<file path="src/rtl/edge_detect_pkg.sv">
// rtl/edge_detect_pkg.sv - shared image geometry and pixel types for the edge-detect chain
package edge_detect_pkg;

    localparam int IMG_WIDTH  = 720;
    localparam int IMG_HEIGHT = 540;

    typedef struct packed {
        logic [7:0] r;
        logic [7:0] g;
        logic [7:0] b;
    } rgb_t;

    typedef logic [7:0] gray_t;

    // R+G+B never exceeds 765, so 10 bits hold it exactly
    typedef logic [9:0] rgb_sum_t;

endpackage

</file>
<file path="src/rtl/div_by_3.sv">
// rtl/div_by_3.sv - combinational floor(x/3) for x in 0..765
module div_by_3
    import edge_detect_pkg::*;
(
    input  rgb_sum_t dividend,
    output gray_t    quotient
);

    // 683/2048 slightly over 1/3; the excess stays below one LSB for x <= 765
    assign quotient = gray_t'((20'(dividend) * 20'd683) >> 11);

endmodule

</file>
<file path="src/rtl/grayscale_convert.sv">
// rtl/grayscale_convert.sv - two-stage stallable RGB-to-gray stage with raster counters
module grayscale_convert
    import edge_detect_pkg::*;
#(
    parameter int WIDTH  = IMG_WIDTH,
    parameter int HEIGHT = IMG_HEIGHT
) (
    input  logic        clock,
    input  logic        reset,
    output logic        in_rd_en,
    input  logic        in_empty,
    input  logic [23:0] in_dout,
    output logic        out_wr_en,
    input  logic        out_full,
    output logic [7:0]  out_din,
    output logic        frame_done
);

    localparam int CW = (WIDTH  > 1) ? $clog2(WIDTH)  : 1;
    localparam int RW = (HEIGHT > 1) ? $clog2(HEIGHT) : 1;
    localparam logic [CW-1:0] COL_LAST = CW'(WIDTH - 1);
    localparam logic [RW-1:0] ROW_LAST = RW'(HEIGHT - 1);

    rgb_t          pix;
    gray_t         quot;
    logic          adv1;
    logic          adv2;

    logic          v1_q, v1_d;
    logic          v2_q, v2_d;
    rgb_sum_t      sum_q, sum_d;
    gray_t         dout_q, dout_d;
    logic [CW-1:0] col_q, col_d;
    logic [RW-1:0] row_q, row_d;
    logic          frame_done_q, frame_done_d;

    assign pix = in_dout;

    div_by_3 u_div_by_3 (
        .dividend (sum_q),
        .quotient (quot)
    );

    assign adv2      = !v2_q || !out_full;
    assign adv1      = !v1_q || adv2;
    assign in_rd_en  = !reset && !in_empty && adv1;
    assign out_wr_en = !reset && v2_q && !out_full;

    assign out_din    = dout_q;
    assign frame_done = frame_done_q;

    always_comb begin
        sum_d = sum_q;
        v1_d  = v1_q;
        if (in_rd_en) begin
            sum_d = rgb_sum_t'(pix.r) + rgb_sum_t'(pix.g) + rgb_sum_t'(pix.b);
            v1_d  = 1'b1;
        end else if (adv1) begin
            v1_d  = 1'b0;
        end
    end

    always_comb begin
        dout_d = dout_q;
        v2_d   = v2_q;
        if (adv2) begin
            dout_d = quot;
            v2_d   = v1_q;
        end
    end

    // Raster position tracks pushed pixels, not popped ones
    always_comb begin
        col_d        = col_q;
        row_d        = row_q;
        frame_done_d = 1'b0;
        if (out_wr_en) begin
            if (col_q == COL_LAST) begin
                col_d = '0;
                if (row_q == ROW_LAST) begin
                    row_d        = '0;
                    frame_done_d = 1'b1;
                end else begin
                    row_d = row_q + 1'b1;
                end
            end else begin
                col_d = col_q + 1'b1;
            end
        end
    end

    always_ff @(posedge clock or posedge reset) begin
        if (reset) begin
            v1_q         <= 1'b0;
            v2_q         <= 1'b0;
            sum_q        <= '0;
            dout_q       <= '0;
            col_q        <= '0;
            row_q        <= '0;
            frame_done_q <= 1'b0;
        end else begin
            v1_q         <= v1_d;
            v2_q         <= v2_d;
            sum_q        <= sum_d;
            dout_q       <= dout_d;
            col_q        <= col_d;
            row_q        <= row_d;
            frame_done_q <= frame_done_d;
        end
    end

endmodule

</file>
<file path="config.mk">
export PLATFORM = sky130hd
export DESIGN_NAME = grayscale_convert
export DESIGN_NICKNAME = d
export VERILOG_FILES = /design/src/rtl/edge_detect_pkg.sv /design/src/rtl/div_by_3.sv /design/src/rtl/grayscale_convert.sv
export SDC_FILE = /design/constraint.sdc
export NUM_CORES = 1
export LEC_CHECK = 0
export ABC_AREA = 1
export CORE_MARGIN = 1
export CORE_UTILIZATION = 50
export CTS_BUF_LIST = sky130_fd_sc_hd__clkbuf_2 sky130_fd_sc_hd__clkbuf_4 sky130_fd_sc_hd__clkbuf_8
export DETAILED_ROUTE_END_ITERATION = 10
export GPL_ROUTABILITY_DRIVEN = 0
export MAX_ROUTING_LAYER = met4
export PLACE_DENSITY = 0.8
export SYNTH_ARGS = -nofsm -noshare
export SYNTH_HDL_FRONTEND = slang
export SYNTH_SLANG_ARGS = --single-unit
</file>
<file path="constraint.sdc">
create_clock -name clock -period 9 [get_ports clock]
set_clock_uncertainty 0.2 [all_clocks]
set_input_delay 1.8 -clock clock [delete_from_list [all_inputs] [get_ports clock]]
set_output_delay 1.8 -clock clock [all_outputs]
set_load 0.02 [all_outputs]
</file>
==> results of run 1 <==
==> worst min path at each step <==
stage / from / endpoint / slack, ns / cells after the start
floorplan: v1_q / v2_q / 0.24 / 1
global placement: v1_q / v2_q / 0.26 / 1
detailed placement: out_din[1] / out_din[1] / 0.27 / 2
CTS: out_din[1] / out_din[1] / 0.29 / 2
global route: v1_q / v2_q / 0.31 / 1
finish: out_din[1] / out_din[1] / 0.28 / 2
==> cells by family after synthesis <==
logic type               count (synthesis)  share of synthesized area [%]
AO/OA/AOI/OAI                           60                           7.53
XOR/XNOR                                10                           2.05
adder cells (fa/ha/maj)                 97                           33.7
buffers and inverters                  103                           9.32
flip-flops                              41                           24.0
AND/OR/NAND/NOR                        223                           23.4
==> state kept, by name, indices dropped and copies added (netlist names) <==
register    cells
frame_done      1
out_din         8
v1_q            1
sum_q          10
row_q          10
v2_q            1
col_q          10
==> layout by cell type, fill, tap and decap left out, types with 2 or more instances in the layout <==
cell               n
a21oi_1           24
clkbuf_8           5
clkdlybuf4s50_1   38
dfrtp_1           41
fa_1              30
ha_1              67
inv_1             95
inv_2              5
nand2_1          114
nand2_2            2
nand3_1           32
nand3_2            2
nand3b_1           3
nand4_1           10
nor2_1            38
nor2_4             2
nor3_1            10
nor4_1             4
o21a_1             3
o21ai_0           16
o21ai_1           10
o22ai_1            3
xnor2_1            2
xor2_1             8
==> stage by stage <==
| step | hold slack (ns) | instance area [um^2] | instances | utilization (%) | worst slack [ns] |
|---|---|---|---|---|---|
| finish | 0.280 | 4890 | 684 | 59.2 | 3.18 |
| global route | 0.308 | 4890 | 684 | 59.2 | 3.03 |
| CTS | 0.288 | 4890 | 684 | 59.2 | 3.17 |
| detailed placement | 0.267 | 4770 | 676 | 57.8 | 3.19 |
| global placement | 0.262 | 4770 | 676 | 57.8 | 3.24 |
| floorplan | 0.240 | 4270 | 534 | - | 3.95 |
==> per-layer routing <==
layer	track usage [%]	vias up	routed length [um]
met5	-	-	0
met4	10.0	0	235
met3	3.70	27	319
met2	36.5	93	4170
met1	26.5	1603	3870
li1	-	1814	-
==> critical path: stages <==
cell and delay (ns):
clkdlybuf4s50_1 0.52, nand2_2 0.16, inv_2 0.20, nand2_1 0.11, nand2_1 0.28, inv_2 0.16
clkdlybuf4s50_1 0.57
==> cell type report <==
cell class                      instances  area, um^2
Clock inverter                          3        46.3
Fill cell                             742        3370
Multi-Input combinational cell        390        2850
Tap cell                              105         131
Timing Repair Buffer                   39         388
Inverter                              101         382
Sequential cell                        41        1030
Clock buffer                            5        68.8
==> impl_results.md, run 1 <==
- Post-DRT Antenna Nets: 0
- Residual DRC count: 0
- Hold Crit Class: register to register
- Mapped cell area: 0.00427 mm^2
- Post-synth top cells: nand2_1, inv_1, ha_1
- Drt first pass iters: 4
- Crit Reg-Reg Startpoint: sum_q[1]
- RSZ-0062 raised after global routing: false
- Yosys cell types: 35
- Largest net degree at the start of global routing: 43
- N_diodes: 0
- Iter 0 DRT Violations: 132
- Worst-Margin Slew: 0.538 ns
- I/O pin cnt: 39
- Port Buffer Count: 38
- Final #Nets: 703
- Vias in the first global route: 3470
- Worst-path fanout max: 13
- Initial Util: 51.7%
- Post-CTS Hold Buffers: 0
- Fmax: 172 MHz
- CTS H-Tree Depth: 2
- Maxcap violations: 0
- Final HPWL DP: 7.26 mm
- Worst setup path start: out_full
- Final period utilization: 64.6%
- Post-Synthesis Cells: 534
- Clock Latency Late Sink: 0.31 ns
- Slew HR: 64.2%
- WL per Instance: 12.6 um
- Drt via density: 5.17
- FF-to-FF setup slack: 4.57 ns
- Status: complete, no violations
- Post-Syn Area per Cell: 8.00 um^2
- Number of enable flip-flop cells after synthesis: 0
- Final Hold Vio Count: 0
- Kind of start point of the critical path: input port
- Setup TNS: 0 ns
- Full die area: 0.00891 mm^2
- Cell Rows: 33
- Register area share after synthesis: 24.0%
- # resized after CTS: 0
- Fin. max-slew vios: 0
- Synth warnings: 0
- Layout area overhead: 14.5%
- R2R depth: 15
- Flops & latches, synth: 41
- Worst setup EP type: output port
- CTS tree: done
- CP Data Arrival Time: 3.82 ns
- GRT Residual Overflow: 0
- Core ar.: 0.00826 mm^2
- Postcts setup bufs: 0
- Top cells by area, synth: dfrtp_1, ha_1, fa_1
- Die Wd: 94.4 um
- Initial antenna violation count: 0
- Clock sinks: 41
- Endpoints failing setup: 0
- Cell taking the most area after synthesis: dfrtp_1
- Via Count: 3537
- Layout cells sized above 1: 4.49%
- First-pass GRT wire length: 15.1 mm
- Critical path type: input port to output port
- Total Routing Usage GR: 22.1%
- Max clock buf depth: 2
- Worst Setup EP: in_rd_en
- Worst Path Required: 7.00 ns
- WL final: 8.59 mm
- Asr flop ratio synth: 100%
- Total CTS buffers: 5
- Share of the synthesized area in the top cell type: 24.0%
- Clk slew on worst S/H paths: 0.07 ns
- Top-count cell post-synth: nand2_1
- CTS root buf: clkbuf_8
- Die height: 94.4 um
- Tmin final: 5.82 ns
- Synth Flop Type: dfrtp_1
- Worst R2R End: out_din[6]
- Syn Nets: 659
Power of run 1 is left out: the tool's default activity adds up to more than one toggle a clock period on the data nets, which glitch-free logic cannot reach.
==> inputs of run 2 (changes only) <==
==> constraint.sdc (replaced) <==
create_clock -name clock -period 5.8 [get_ports clock]
set_clock_uncertainty 0.2 [all_clocks]
set_input_delay 1.16 -clock clock [delete_from_list [all_inputs] [get_ports clock]]
set_output_delay 1.16 -clock clock [all_outputs]
set_load 0.02 [all_outputs]
==> impl_results.md, run 2 (synthesized netlist as in run 1, its figures left out) <==
- R2R depth: 14 (-1)
- RSZ-0062 raised after global routing: false
- Total Routing Usage GR: 22.0% (-0.077 points)
- Cell Rows: 33 (unchanged)
- GRT Residual Overflow: 0 (unchanged)
- Post-Route Hold Slack: 0.283 ns (+0.00321 ns)
- Slew HR: 66.4% (+2.2 points)
- Worst-Margin Slew: 0.504 ns (-0.0332 ns)
- Setup TNS: 0 ns (unchanged)
- Largest net degree at the start of global routing: 42 (-2.3%)
- Dpl cell area: 0.00477 mm^2 (unchanged)
- I/O pin cnt: 39 (unchanged)
- Drt first pass iters: 4 (unchanged)
- Commonest non-fill, non-tap cell in the layout: nand2_1
- Layout cells sized above 1: 4.49% (unchanged)
- Maxcap violations: 0 (unchanged)
- CP Data Arrival Time: 3.15 ns (-0.67 ns)
- Met1 GRT Util: 26.7% (+0.23 points)
- N_diodes: 0 (unchanged)
- Clk slew on worst S/H paths: 0.09 ns (+0.02 ns)
- Fin worst setup slack: 1.29 ns (-1.89 ns)
- Critical path type: input port to output port
- Commonest cells after routing, fill and taps aside: nand2_1, inv_1, ha_1
- Postcts setup bufs: 0 (unchanged)
- Die Wd: 94.4 um (unchanged)
- Fin. max-slew vios: 0 (unchanged)
- Worst Hold Depth: 1 (-1)
- Worst Path Required: 4.44 ns (-2.56 ns)
- Final #Nets: 703 (unchanged)
- Status: complete, no violations
- Final Hold Vio Count: 0 (unchanged)
- Worst-path fanout max: 13 (unchanged)
- Final HPWL DP: 7.23 mm (-0.43%)
- WL final: 8.61 mm (+0.27%)
- CTS tree: done
- First-pass GRT wire length: 15.4 mm (+1.8%)
- WL per Instance: 12.6 um (+0.27%)
- Worst slack, placed: 1.29 ns (-1.90 ns)
- Clock Latency Late Sink: 0.30 ns (about the same)
- Iter 0 DRT Violations: 159 (+20%)
- Post-CTS Hold Buffers: 0 (unchanged)
- Worst setup EP type: output port
- Hold Crit Class: register to register
- Post-DRT Antenna Nets: 0 (unchanged)
- Layout area overhead: 14.5% (unchanged)
- Via Count: 3645 (+3.1%)
- Die height: 94.4 um (unchanged)
- Vias in the first global route: 3655 (+5.3%)
- Drt via density: 5.33 (+3.1%)
- Met3 Usage GRT: 2.82% (-0.89 points)
- Endpoints failing setup: 0 (unchanged)
- CTS root buf: clkbuf_8
- CTS H-Tree Depth: 2 (unchanged)
- Total CTS buffers: 5 (unchanged)
- Met2 GRT Util: 38.9% (+2.5 points)
- Kind of start point of the critical path: input port
- Largest regs: col_q: 10 flops, row_q: 10 flops, sum_q: 10 flops
- Full die area: 0.00891 mm^2 (unchanged)
- Tmin final: 4.51 ns
- Residual DRC count: 0 (unchanged)
- Finished Cell Area: 0.00489 mm^2 (unchanged)
- Initial Util: 51.7% (unchanged)
- # resized after CTS: 0 (unchanged)
- Fillers: 737 (-0.67%)
- Port Buffer Count: 38 (unchanged)
- Fmax: 222 MHz
- Core ar.: 0.00826 mm^2 (unchanged)
- Max clock buf depth: 2 (unchanged)
- Layer with the highest usage: met2
- Final period utilization: 77.7%
- Initial antenna violation count: 0 (unchanged)
- Clock sinks: 41 (unchanged)
## run 2: cell counts in the layout (fill, tap and decap cells not counted)
No cell type changed its count.
## run 2: cell type report
type	count	area, um^2	area share (%)
well taps	105	131	2.69
flip-flops and latches	41	1030	21.0
multi-input cells	390	2850	58.2
clock inverters	3	46.3	0.947
clock buffers	5	68.8	1.41
inverters	101	382	7.81
repair buffers	39	388	7.93
## run 2: per-stage QoR
stage,cells,utilization [%]
finish,684,59.2
global route,684,59.2
floorplan,534,-
global placement,676,57.8
CTS,684,59.2
detailed placement,676,57.8
## run 2: per-layer routing
layer,share of wire [%],up-vias
li1,-,1815
met1,45,1722
met2,50,94
met3,3.4,14
met4,1.5,0
met5,0,-
## run 2: critical path, stage by stage
cell and delay [ns]:
clkdlybuf4s50_1 0.46, nand2_2 0.20, inv_2 0.13, nand2_1 0.10, nand2_1 0.22, inv_2 0.23, clkdlybuf4s50_1 0.65
## run 2: path summary, 6_finish.rpt
path	end	slack (ns)	start
max in group asynchronous	row_q[8]	3.81	reset
worst min-delay path	v2_q	0.28	v1_q
worst max register to register	out_din[4]	1.47	sum_q[1]
worst max-delay path	in_rd_en	1.29	out_full
min in group asynchronous	col_q[7]	1.24	reset
worst min register to register	v2_q	0.28	v1_q
Power of run 2 is left out for the same reason.
==> inputs of run 3 (changes only) <==
--- a/config.mk
+++ b/config.mk
@@ -12,7 +12,7 @@
 export DETAILED_ROUTE_END_ITERATION = 10
 export GPL_ROUTABILITY_DRIVEN = 0
 export MAX_ROUTING_LAYER = met4
-export PLACE_DENSITY = 0.8
+export PLACE_DENSITY = 0.83
 export SYNTH_ARGS = -nofsm -noshare
 export SYNTH_HDL_FRONTEND = slang
 export SYNTH_SLANG_ARGS = --single-unit
==> constraint.sdc (replaced) <==
create_clock -name clock -period 4.01 [get_ports clock]
set_clock_uncertainty 0.2 [all_clocks]
set_input_delay 0.802 -clock clock [delete_from_list [all_inputs] [get_ports clock]]
set_output_delay 0.802 -clock clock [all_outputs]
set_load 0.02 [all_outputs]
==> impl_results.md, run 3 (synthesized netlist as in run 1, its figures left out) <==
- Status: finished with violations
- Failing checks: negative setup slack
- Total Routing Usage GR: 24.4% (+2.4 points)
- N_diodes: 0 (unchanged)
- Worst-Margin Slew: 0.515 ns (+0.0107 ns)
- CTS tree: done
- Vias in the first global route: 3865 (+5.7%)
- WL per Instance: 14.2 um (+13%)
- Maxcap violations: 0 (unchanged)
- Post-DRT Antenna Nets: 0 (unchanged)
- Critical path's largest stage delay: 0.57 ns (-0.08 ns)
- Worst slack, placed: -0.210 ns (-1.50 ns)
- GRT Residual Overflow: 0 (unchanged)
- Port Buffer Count: 38 (unchanged)
- Worst Path Required: 4.01 ns (-0.43 ns)
- Multi-input logic area: 0.00312 mm^2 (+9.6%)
- Critical path type: register to register
- Worst-path fanout max: 3 (-10)
- Initial antenna violation count: 0 (unchanged)
- Iter 0 DRT Violations: 219 (+38%)
- CP Data Arrival Time: 4.08 ns (+0.93 ns)
- Initial Util: 51.7% (unchanged)
- I/O pin cnt: 39 (unchanged)
- Fmax: 245 MHz
- Drt first pass iters: 5 (+1)
- Endpoints failing setup: 4 (+4)
- Via Count: 3883 (+6.5%)
- Post-CTS Hold Buffers: 0 (unchanged)
- Clock Latency Late Sink: 0.30 ns (about the same)
- Crit path max-delay cell type: fa_1
- CTS H-Tree Depth: 2 (unchanged)
- Worst path most repeated cell: inv_2
- Worst-path cell chain: ha_4 > ha_4 > inv_2 > fa_1 > inv_2 > fa_1 > inv_2 > fa_1 > inv_2 > ha_4 > nand2_2 > a21oi_1 > nor2_1 > nand2_2 > nand3b_1 > nand2_1 > nand2_1 > nand3_1 > nand2_1
- Final HPWL DP: 7.80 mm (+7.9%)
- Full die area: 0.00891 mm^2 (unchanged)
- Die Wd: 94.4 um (unchanged)
- Worst setup EP type: register
- Max clock buf depth: 2 (unchanged)
- Core ar.: 0.00826 mm^2 (unchanged)
- Layout area overhead: 27.7%
- Slew HR: 65.7% (-0.71 points)
- Register Area: 0.00103 mm^2 (+0.24%)
- WL final: 10.3 mm (+19%)
- Tmin final: 4.08 ns
- CTS root buf: clkbuf_8
- Drt via density: 5.36 (+0.64%)
- Residual DRC count: 0 (unchanged)
- RSZ-0062 raised after global routing: true
- Hold Crit Class: register to register
- Largest net degree at the start of global routing: 42 (unchanged)
- First-pass GRT wire length: 16.7 mm (+8.5%)
- Final Hold Vio Count: 0 (unchanged)
- Die height: 94.4 um (unchanged)
- Total CTS buffers: 5 (unchanged)
- Fillers: 618 (-16%)
- Fin worst setup slack: -0.0690 ns (-1.36 ns)
- Final #Nets: 743 (+5.7%)
- Commonest non-fill, non-tap cell in the layout: nand2_1
- Clk slew on worst S/H paths: 0.09 ns (about the same)
- Commonest cells after routing, fill and taps aside: nand2_1, inv_1, ha_1
- Cell Rows: 33 (unchanged)
- Layout cells sized above 1: 17.8% (+13 points)
- Final period utilization: 102%
- Fin. max-slew vios: 0 (unchanged)
- Kind of start point of the critical path: register
- Clock sinks: 41 (unchanged)
- Largest regs: col_q: 10 flops, row_q: 10 flops, sum_q: 10 flops
==> run 3: changes by cell type in the layout (fill, tap and decap cells not counted), sizes merged <==
cell	previous run	this run
buf	1	41
inv	101	102
clkinv	1	0
clkbuf	5	7
clkinvlp	1	0
bufinv	1	0
==> run 3: layout make-up <==
class                           count  share of cell area [%]
Clock buffer                        7                    1.77
Tap cell                          105                    2.41
Multi-Input combinational cell    390                    57.2
Inverter                          101                    7.00
Sequential cell                    41                    18.9
Timing Repair Buffer               79                    12.6
Clock inverter                      1                   0.161
==> run 3: stage by stage <==
stage / utilization (%) / TNS [ns] / std cells / hold slack (ns) / cell area [um^2]
after floorplan: - / 0 / 534 / 0.240 / 4270
after global placement: 60.5 / -0.279 / 706 / 0.256 / 5000
after detailed placement: 60.5 / -1.20 / 706 / 0.256 / 5000
after CTS: 64.5 / 0 / 721 / 0.274 / 5320
after global routing: 66.1 / -1.23 / 724 / 0.293 / 5460
final: 66.1 / -0.195 / 724 / 0.270 / 5460
==> run 3: worst max-delay path, delay by kind of cell (launching register included) <==
kind,cells,cell delay (ns)
fa+ha+maj,6,2.42
simple gates,8,0.61
compound gates,1,0.12
buf+inv,4,0.18
flops,1,0.44
==> run 3: path summary, 6_finish.rpt <==
path                              end  depth (start not counted)     start  slack, ns
setup reg to reg           out_din[6]                         19  sum_q[5]      -0.07
max in group asynchronous    sum_q[7]                          3     reset       2.37
min in group asynchronous    sum_q[0]                          3     reset       0.87
setup / recovery           out_din[6]                         19  sum_q[5]      -0.07
hold reg to reg                  v2_q                          1      v1_q       0.27
hold / removal                   v2_q                          1      v1_q       0.27
==> run 3: timing repair <==
item / in CTS / in global routing
buffers inserted: 7 / 3
endpoints found under the setup margin: 8 / 8
resized for setup: 26 / 23
pin swaps: 15 / 16
==> run 3: routing by layer <==
metal	global-route usage, %	vias to the layer above	routed length (um)	part of all wire (%)
li1	-	1892	-	-
met1	27.8	1819	4210	41
met2	44.1	147	5380	52
met3	3.14	25	438	4.3
met4	7.95	0	245	2.4
met5	-	-	0	0
Power of run 3 is left out for the same reason.
